`src/rtl/top_file_controller_pkg.sv`:
```
// Shared definitions for the clause-evaluation sequencer: the state encoding,
// the per-state datapath control words, and small elaboration helpers.
package top_file_controller_pkg;

    localparam int CTRL_W = 14;

    typedef enum logic [3:0] {
        S_IDLE                       = 4'd0,
        S_LOAD                       = 4'd1,
        S_SELECT_UNSAT_CLAUSES       = 4'd2,
        S_READ_CLAUSE_TABLE          = 4'd3,
        S_READ_VARIABLE_TABLE        = 4'd4,
        S_EVALUATE_CLAUSE            = 4'd5,
        S_COUNT_UNSAT_CLAUSES        = 4'd6,
        S_GATHER_UNSAT_CLAUSES       = 4'd7,
        S_SELECT_UNSAT_CLAUSES_AGAIN = 4'd8,
        S_DONE                       = 4'd9
    } state_t;

    localparam logic [CTRL_W-1:0] CTRL_IDLE                       = 14'b00000000000000;
    localparam logic [CTRL_W-1:0] CTRL_LOAD                       = 14'b01000000000000;
    localparam logic [CTRL_W-1:0] CTRL_SELECT_UNSAT_CLAUSES       = 14'b10000000000001;
    localparam logic [CTRL_W-1:0] CTRL_READ_CLAUSE_TABLE          = 14'b00100000000000;
    localparam logic [CTRL_W-1:0] CTRL_READ_VARIABLE_TABLE        = 14'b00001000000000;
    localparam logic [CTRL_W-1:0] CTRL_EVALUATE_CLAUSE            = 14'b00000001100000;
    localparam logic [CTRL_W-1:0] CTRL_COUNT_UNSAT_CLAUSES        = 14'b00000000000000;
    localparam logic [CTRL_W-1:0] CTRL_GATHER_UNSAT_CLAUSES       = 14'b00000000000100;
    localparam logic [CTRL_W-1:0] CTRL_SELECT_UNSAT_CLAUSES_AGAIN = 14'b00000000000010;
    localparam logic [CTRL_W-1:0] CTRL_DONE                       = 14'b00000000000000;

    // Control word driven while the FSM sits in a given state.
    function automatic logic [CTRL_W-1:0] ctrl_decode(input state_t s);
        logic [CTRL_W-1:0] c;
        case (s)
            S_IDLE:                       c = CTRL_IDLE;
            S_LOAD:                       c = CTRL_LOAD;
            S_SELECT_UNSAT_CLAUSES:       c = CTRL_SELECT_UNSAT_CLAUSES;
            S_READ_CLAUSE_TABLE:          c = CTRL_READ_CLAUSE_TABLE;
            S_READ_VARIABLE_TABLE:        c = CTRL_READ_VARIABLE_TABLE;
            S_EVALUATE_CLAUSE:            c = CTRL_EVALUATE_CLAUSE;
            S_COUNT_UNSAT_CLAUSES:        c = CTRL_COUNT_UNSAT_CLAUSES;
            S_GATHER_UNSAT_CLAUSES:       c = CTRL_GATHER_UNSAT_CLAUSES;
            S_SELECT_UNSAT_CLAUSES_AGAIN: c = CTRL_SELECT_UNSAT_CLAUSES_AGAIN;
            S_DONE:                       c = CTRL_DONE;
            default:                      c = CTRL_IDLE;
        endcase
        return c;
    endfunction

    // Counter width for a loop limit; a limit of 1 still needs one bit.
    function automatic int cnt_width(input int limit);
        return (limit <= 1) ? 1 : $clog2(limit);
    endfunction

endpackage

```
`src/rtl/top_file_controller.sv`:
```
// Clause-evaluation sequencer. Runs MAX_ITER select/evaluate iterations, each
// walking NUM_CLAUSES clauses through read-clause / read-variable / evaluate,
// and pulses done for one cycle at the end of the run.
//
// state                        | meaning
// -----------------------------+---------------------------------------------
// S_IDLE                       | waiting for start
// S_LOAD                       | load problem, clear clause and iteration counts
// S_SELECT_UNSAT_CLAUSES       | pick working clause set, clear clause count
// S_READ_CLAUSE_TABLE          | fetch current clause
// S_READ_VARIABLE_TABLE        | fetch variables of current clause
// S_EVALUATE_CLAUSE            | evaluate clause, advance or leave clause loop
// S_COUNT_UNSAT_CLAUSES        | tally unsatisfied clauses
// S_GATHER_UNSAT_CLAUSES       | collect unsatisfied clauses
// S_SELECT_UNSAT_CLAUSES_AGAIN | advance iteration or finish
// S_DONE                       | one-cycle completion, back to idle
module top_file_controller
    import top_file_controller_pkg::*;
#(
    parameter int CONTROLLER_SIGNAL_WIDTH = 14,
    parameter int NUM_CLAUSES             = 4,
    parameter int MAX_ITER                = 2
) (
    input  logic                               clk,
    input  logic                               rst,
    input  logic                               start,
    output logic                               done,
    output logic [CONTROLLER_SIGNAL_WIDTH-1:0] control_signal_o
);

    localparam int CLAUSE_W = cnt_width(NUM_CLAUSES);
    localparam int ITER_W   = cnt_width(MAX_ITER);

    localparam logic [CLAUSE_W-1:0] CLAUSE_LAST = CLAUSE_W'(NUM_CLAUSES - 1);
    localparam logic [ITER_W-1:0]   ITER_LAST   = ITER_W'(MAX_ITER - 1);

    state_t              state;
    state_t              state_nxt;
    logic [CLAUSE_W-1:0] clause_cnt;
    logic [ITER_W-1:0]   iter_cnt;
    logic                clause_clr;
    logic                clause_inc;
    logic                iter_clr;
    logic                iter_inc;

    // Next-state and counter-action selection from current state and counters.
    always_comb begin
        state_nxt  = state;
        clause_clr = 1'b0;
        clause_inc = 1'b0;
        iter_clr   = 1'b0;
        iter_inc   = 1'b0;
        case (state)
            S_IDLE: begin
                if (start) begin
                    state_nxt = S_LOAD;
                end
            end
            S_LOAD: begin
                clause_clr = 1'b1;
                iter_clr   = 1'b1;
                state_nxt  = S_SELECT_UNSAT_CLAUSES;
            end
            S_SELECT_UNSAT_CLAUSES: begin
                clause_clr = 1'b1;
                state_nxt  = S_READ_CLAUSE_TABLE;
            end
            S_READ_CLAUSE_TABLE: begin
                state_nxt = S_READ_VARIABLE_TABLE;
            end
            S_READ_VARIABLE_TABLE: begin
                state_nxt = S_EVALUATE_CLAUSE;
            end
            S_EVALUATE_CLAUSE: begin
                if (clause_cnt == CLAUSE_LAST) begin
                    state_nxt = S_COUNT_UNSAT_CLAUSES;
                end else begin
                    clause_inc = 1'b1;
                    state_nxt  = S_READ_CLAUSE_TABLE;
                end
            end
            S_COUNT_UNSAT_CLAUSES: begin
                state_nxt = S_GATHER_UNSAT_CLAUSES;
            end
            S_GATHER_UNSAT_CLAUSES: begin
                state_nxt = S_SELECT_UNSAT_CLAUSES_AGAIN;
            end
            S_SELECT_UNSAT_CLAUSES_AGAIN: begin
                if (iter_cnt == ITER_LAST) begin
                    state_nxt = S_DONE;
                end else begin
                    iter_inc  = 1'b1;
                    state_nxt = S_SELECT_UNSAT_CLAUSES;
                end
            end
            S_DONE: begin
                state_nxt = S_IDLE;
            end
            default: begin
                state_nxt = S_IDLE;
            end
        endcase
    end

    // State, counters and outputs; outputs are decoded from the next state so
    // the registered values always line up with the state register.
    always_ff @(posedge clk or negedge rst) begin
        if (!rst) begin
            state            <= S_IDLE;
            clause_cnt       <= '0;
            iter_cnt         <= '0;
            done             <= 1'b0;
            control_signal_o <= '0;
        end else begin
            state <= state_nxt;
            if (clause_clr) begin
                clause_cnt <= '0;
            end else if (clause_inc) begin
                clause_cnt <= clause_cnt + 1'b1;
            end
            if (iter_clr) begin
                iter_cnt <= '0;
            end else if (iter_inc) begin
                iter_cnt <= iter_cnt + 1'b1;
            end
            done             <= (state_nxt == S_DONE);
            control_signal_o <= CONTROLLER_SIGNAL_WIDTH'(ctrl_decode(state_nxt));
        end
    end

endmodule

```
`config.mk`:
```
export PLATFORM = sky130hd
export DESIGN_NAME = top_file_controller
export DESIGN_NICKNAME = d
export VERILOG_FILES = /design/src/rtl/top_file_controller_pkg.sv /design/src/rtl/top_file_controller.sv
export SDC_FILE = /design/constraint.sdc
export NUM_CORES = 1
export LEC_CHECK = 0
export BUFFER_PORTS_ARGS = -buffer_cell sky130_fd_sc_hd__clkbuf_2
export CORE_UTILIZATION = 53
export CTS_BUF_LIST = sky130_fd_sc_hd__clkbuf_8
export DETAILED_ROUTE_END_ITERATION = 8
export GPL_TIMING_DRIVEN = 0
export HOLD_SLACK_MARGIN = 0.12
export PLACE_DENSITY = 0.82
export SYNTH_ARGS = -nofsm -noshare
export SYNTH_HDL_FRONTEND = slang
export SYNTH_SLANG_ARGS = --single-unit
export TNS_END_PERCENT = 50
```
`constraint.sdc`:
```
create_clock -name clk -period 1.8 [get_ports clk]
set_input_delay 0.36 -clock clk [delete_from_list [all_inputs] [get_ports clk]]
set_output_delay 0.36 -clock clk [all_outputs]
set_load 0.005 [all_outputs]
```
==> impl_metrics.yaml <==
sta:
  fin_ws_ns: 0.3568
  layout_worst_path_cycle_share_pct: 80.18
  setup_viol: 0
  setup-tns-final_ns: 0
  finalHoldViolCount: 0
  max_freq_ghz: 0.6929
  holdWs_ns: 0.3802
  fin_crit_ns: 1.443
  finClkSkew_ns: 0.004932
  final_max_slew_viol_count: 0
  rsz0062_at_grt: "no"
clock_tree:
  post_cts_buffers: 0
  clock_latency_ns: 0.24
  cts_made_buffers: 3
  cts_tree: "done"
  clock-sinks: 15
  cts_max_level: 1
  cts_hold_buf: 1
  cts.clk_slew.worst_paths_ns: 0.06
  clockBufferDepth: 2
  cts-root-buf: "clkbuf_8"
  cts_resized: 0
die:
  rows: 13
  die_w_um: 39.61
  core_area_um2: 1301
  dieArea_um2: 1569
  fp.dieH_um: 39.61
  initial_utilization_pct: 57.60
  ioPinCount: 18
final_layout:
  area_delta_synth_final_pct: 19.87
  final_cells: 106
  drive_above_1_share_pct: 34.07
  final_common_cell: "dfrtp_1"
  layout.nets: 96
  diodes: 0
  layout_common_cells: "15 x dfrtp_1, 12 x clkbuf_2, 10 x buf_4"
global_routing:
  grt.total_usage_pct: 19.40
  grt_pass1_wl_um: 1911
  grt_start_max_net_pins: 16
  gr-total-overflow: 0
  grt_pass1_vias: 445
  antenna_found_initial: 0
min_path:
  min_to: "control_signal_o[12]"
  min_path_type: "primary input to flop"
  min-delay-start: "start"
  hold_depth: 2
detailed_routing:
  routedWlPerCell_um: 11.33
  drt-total-wl_um: 1201
  dr.first_iter.drc_count: 15
  drtAntennaViolNets: 0
  vias: 522
  vias_per_cell: 4.925
  drc: 0
  dr.pass1.iters: 4
placed_design:
  portBuffers: 12
  gp_congestion: 0.8296
  pre_cts_ws_ns: 0.3536
  dp_cells: 101
  hpwl_um: 867.9
worst_setup_path:
  worstReg2RegEnd: "clause_cnt[0]"
  crit_slowest_cell: "dfrtp_1"
  crit_family: "compound AO/OA/AOI/OAI gates"
  startpoint_type: "flop"
  timing.critical_path.buf_inv: 0
  cp-end-kind: "flop"
  crit_chain: "ha_1 -> nand2b_1 -> a211o_1 -> a22o_1"
  path_max_fanout: 5
  worstRegToRegCells: 4
  slowest_delay_ns: 0.40
  crit_required_ns: 1.93
  path_class: "flop to flop"
  ff2ff_setup_slack_ns: 0.36
  reg2reg_from: "clause_cnt[0]"
  arrival_ns: 1.57
flow_run:
  max_cap_viol_count: 0
synth:
  synthCells: 70
  synth_seq_cells: 15
  synth_top_cell_by_area: "dfrtp_1"
  synth_cell_types: 32
  seq_area_frac_synth_pct: 50.08
  ys_warn_count: 0
  syn_avg_cell_area_um2: 10.71
  syn_area_um2: 749.5
  netlist_top_cells_area: "dfrtp_1 50%, buf_4 10%, nand2_1 2.5%"
  synth_top_area_share_pct: 50.08
power_and_ir_drop:
  p_leak_nw: 0.4699
  finalPower_w: 0.001523
  vdd_drop_max_mv: 0.9715
  p_per_area_nw_per_um2: 1696
status:
  outcome: "complete, no violations"
==> state kept, by name, summed over array words and instances, names as in the netlist <==
signal	count
control_signal_o	7
state	4
clause_cnt	2
done	1
iter_cnt	1
==> worst max-delay path by stage <==
stage | startpoint | to | slack, ns | cells past startpoint
CTS | clause_cnt[0] | clause_cnt[0] | 0.35 | 4
floorplan | clause_cnt[0] | clause_cnt[0] | 0.42 | 4
finish | clause_cnt[0] | clause_cnt[0] | 0.36 | 4
global route | clause_cnt[0] | clause_cnt[0] | 0.29 | 4
detailed placement | clause_cnt[0] | clause_cnt[0] | 0.35 | 4
global placement | clause_cnt[0] | clause_cnt[0] | 0.36 | 4
==> power breakdown <==
| part | internal (W) | switching (W) | leakage [nW] |
|---|---|---|---|
| Clock | 0.000151 | 0.000111 | 0.0269 |
| Combinational | 0.000364 | 0.000352 | 0.245 |
| Sequential | 0.000463 | 0.0000835 | 0.198 |
| Total | 0.000977 | 0.000546 | 0.470 |
==> layout make-up <==
| type | instances | area (um^2) |
|---|---|---|
| Timing Repair Buffer | 13 | 70.07 |
| Tap cell | 15 | 18.77 |
| Sequential cell | 15 | 375.4 |
| Clock buffer | 3 | 41.29 |
| Multi-Input combinational cell | 47 | 299.0 |
| Clock inverter | 1 | 3.754 |
| Buffer | 11 | 86.33 |
| Inverter | 1 | 3.754 |
| Fill cell | 102 | 402.9 |
==> metrics by stage <==
stage | cell area (um^2) | utilization [%]
detailed placement | 843.3 | 64.81
finish | 898.4 | 69.04
global placement | 843.3 | 64.81
CTS | 898.4 | 69.04
global route | 898.4 | 69.04
floorplan | 764.5 | -
==> synth_stat cells, drive strengths merged <==
cell / instances
nor3b: 2
conb: 1
and3: 2
or3: 2
a22o: 1
nor2: 4
a32o: 1
a211o: 1
dfrtp: 15
buf: 11
a21boi: 2
o21ai: 4
or2: 2
nor2b: 1
mux2: 1
a22oi: 1
a21oi: 2
xnor2: 1
nand2b: 3
o2bb2ai: 1
nand2: 5
mux2i: 1
nor3: 3
inv: 1
ha: 1
a311oi: 1
==> metal layers <==
metal	wire [um]	global-route usage, %	vias up
met5	0	0	-
met1	530	23.66	239
met2	632	31.97	11
met3	38	3.409	0
met4	0	10.34	0
li1	-	-	272
==> worst reg2reg max path, cell delays in order (launching register included) <==
cell	delay (ns)
dfrtp_1	0.40
ha_1	0.26
nand2b_1	0.16
a211o_1	0.29
a22o_1	0.23
==> cells by family after synthesis <==
kind of cell,share of synthesized area (%)
AND/OR/NAND/NOR,18.53
flip-flops,50.08
AO/OA/AOI/OAI,13.19
buffers and inverters,12.02
multiplexers,2.838
adder cells (fa/ha/maj),1.669
other,0.5004
XOR/XNOR,1.169
No activity file was read; power rests on OpenSTA's default activity.
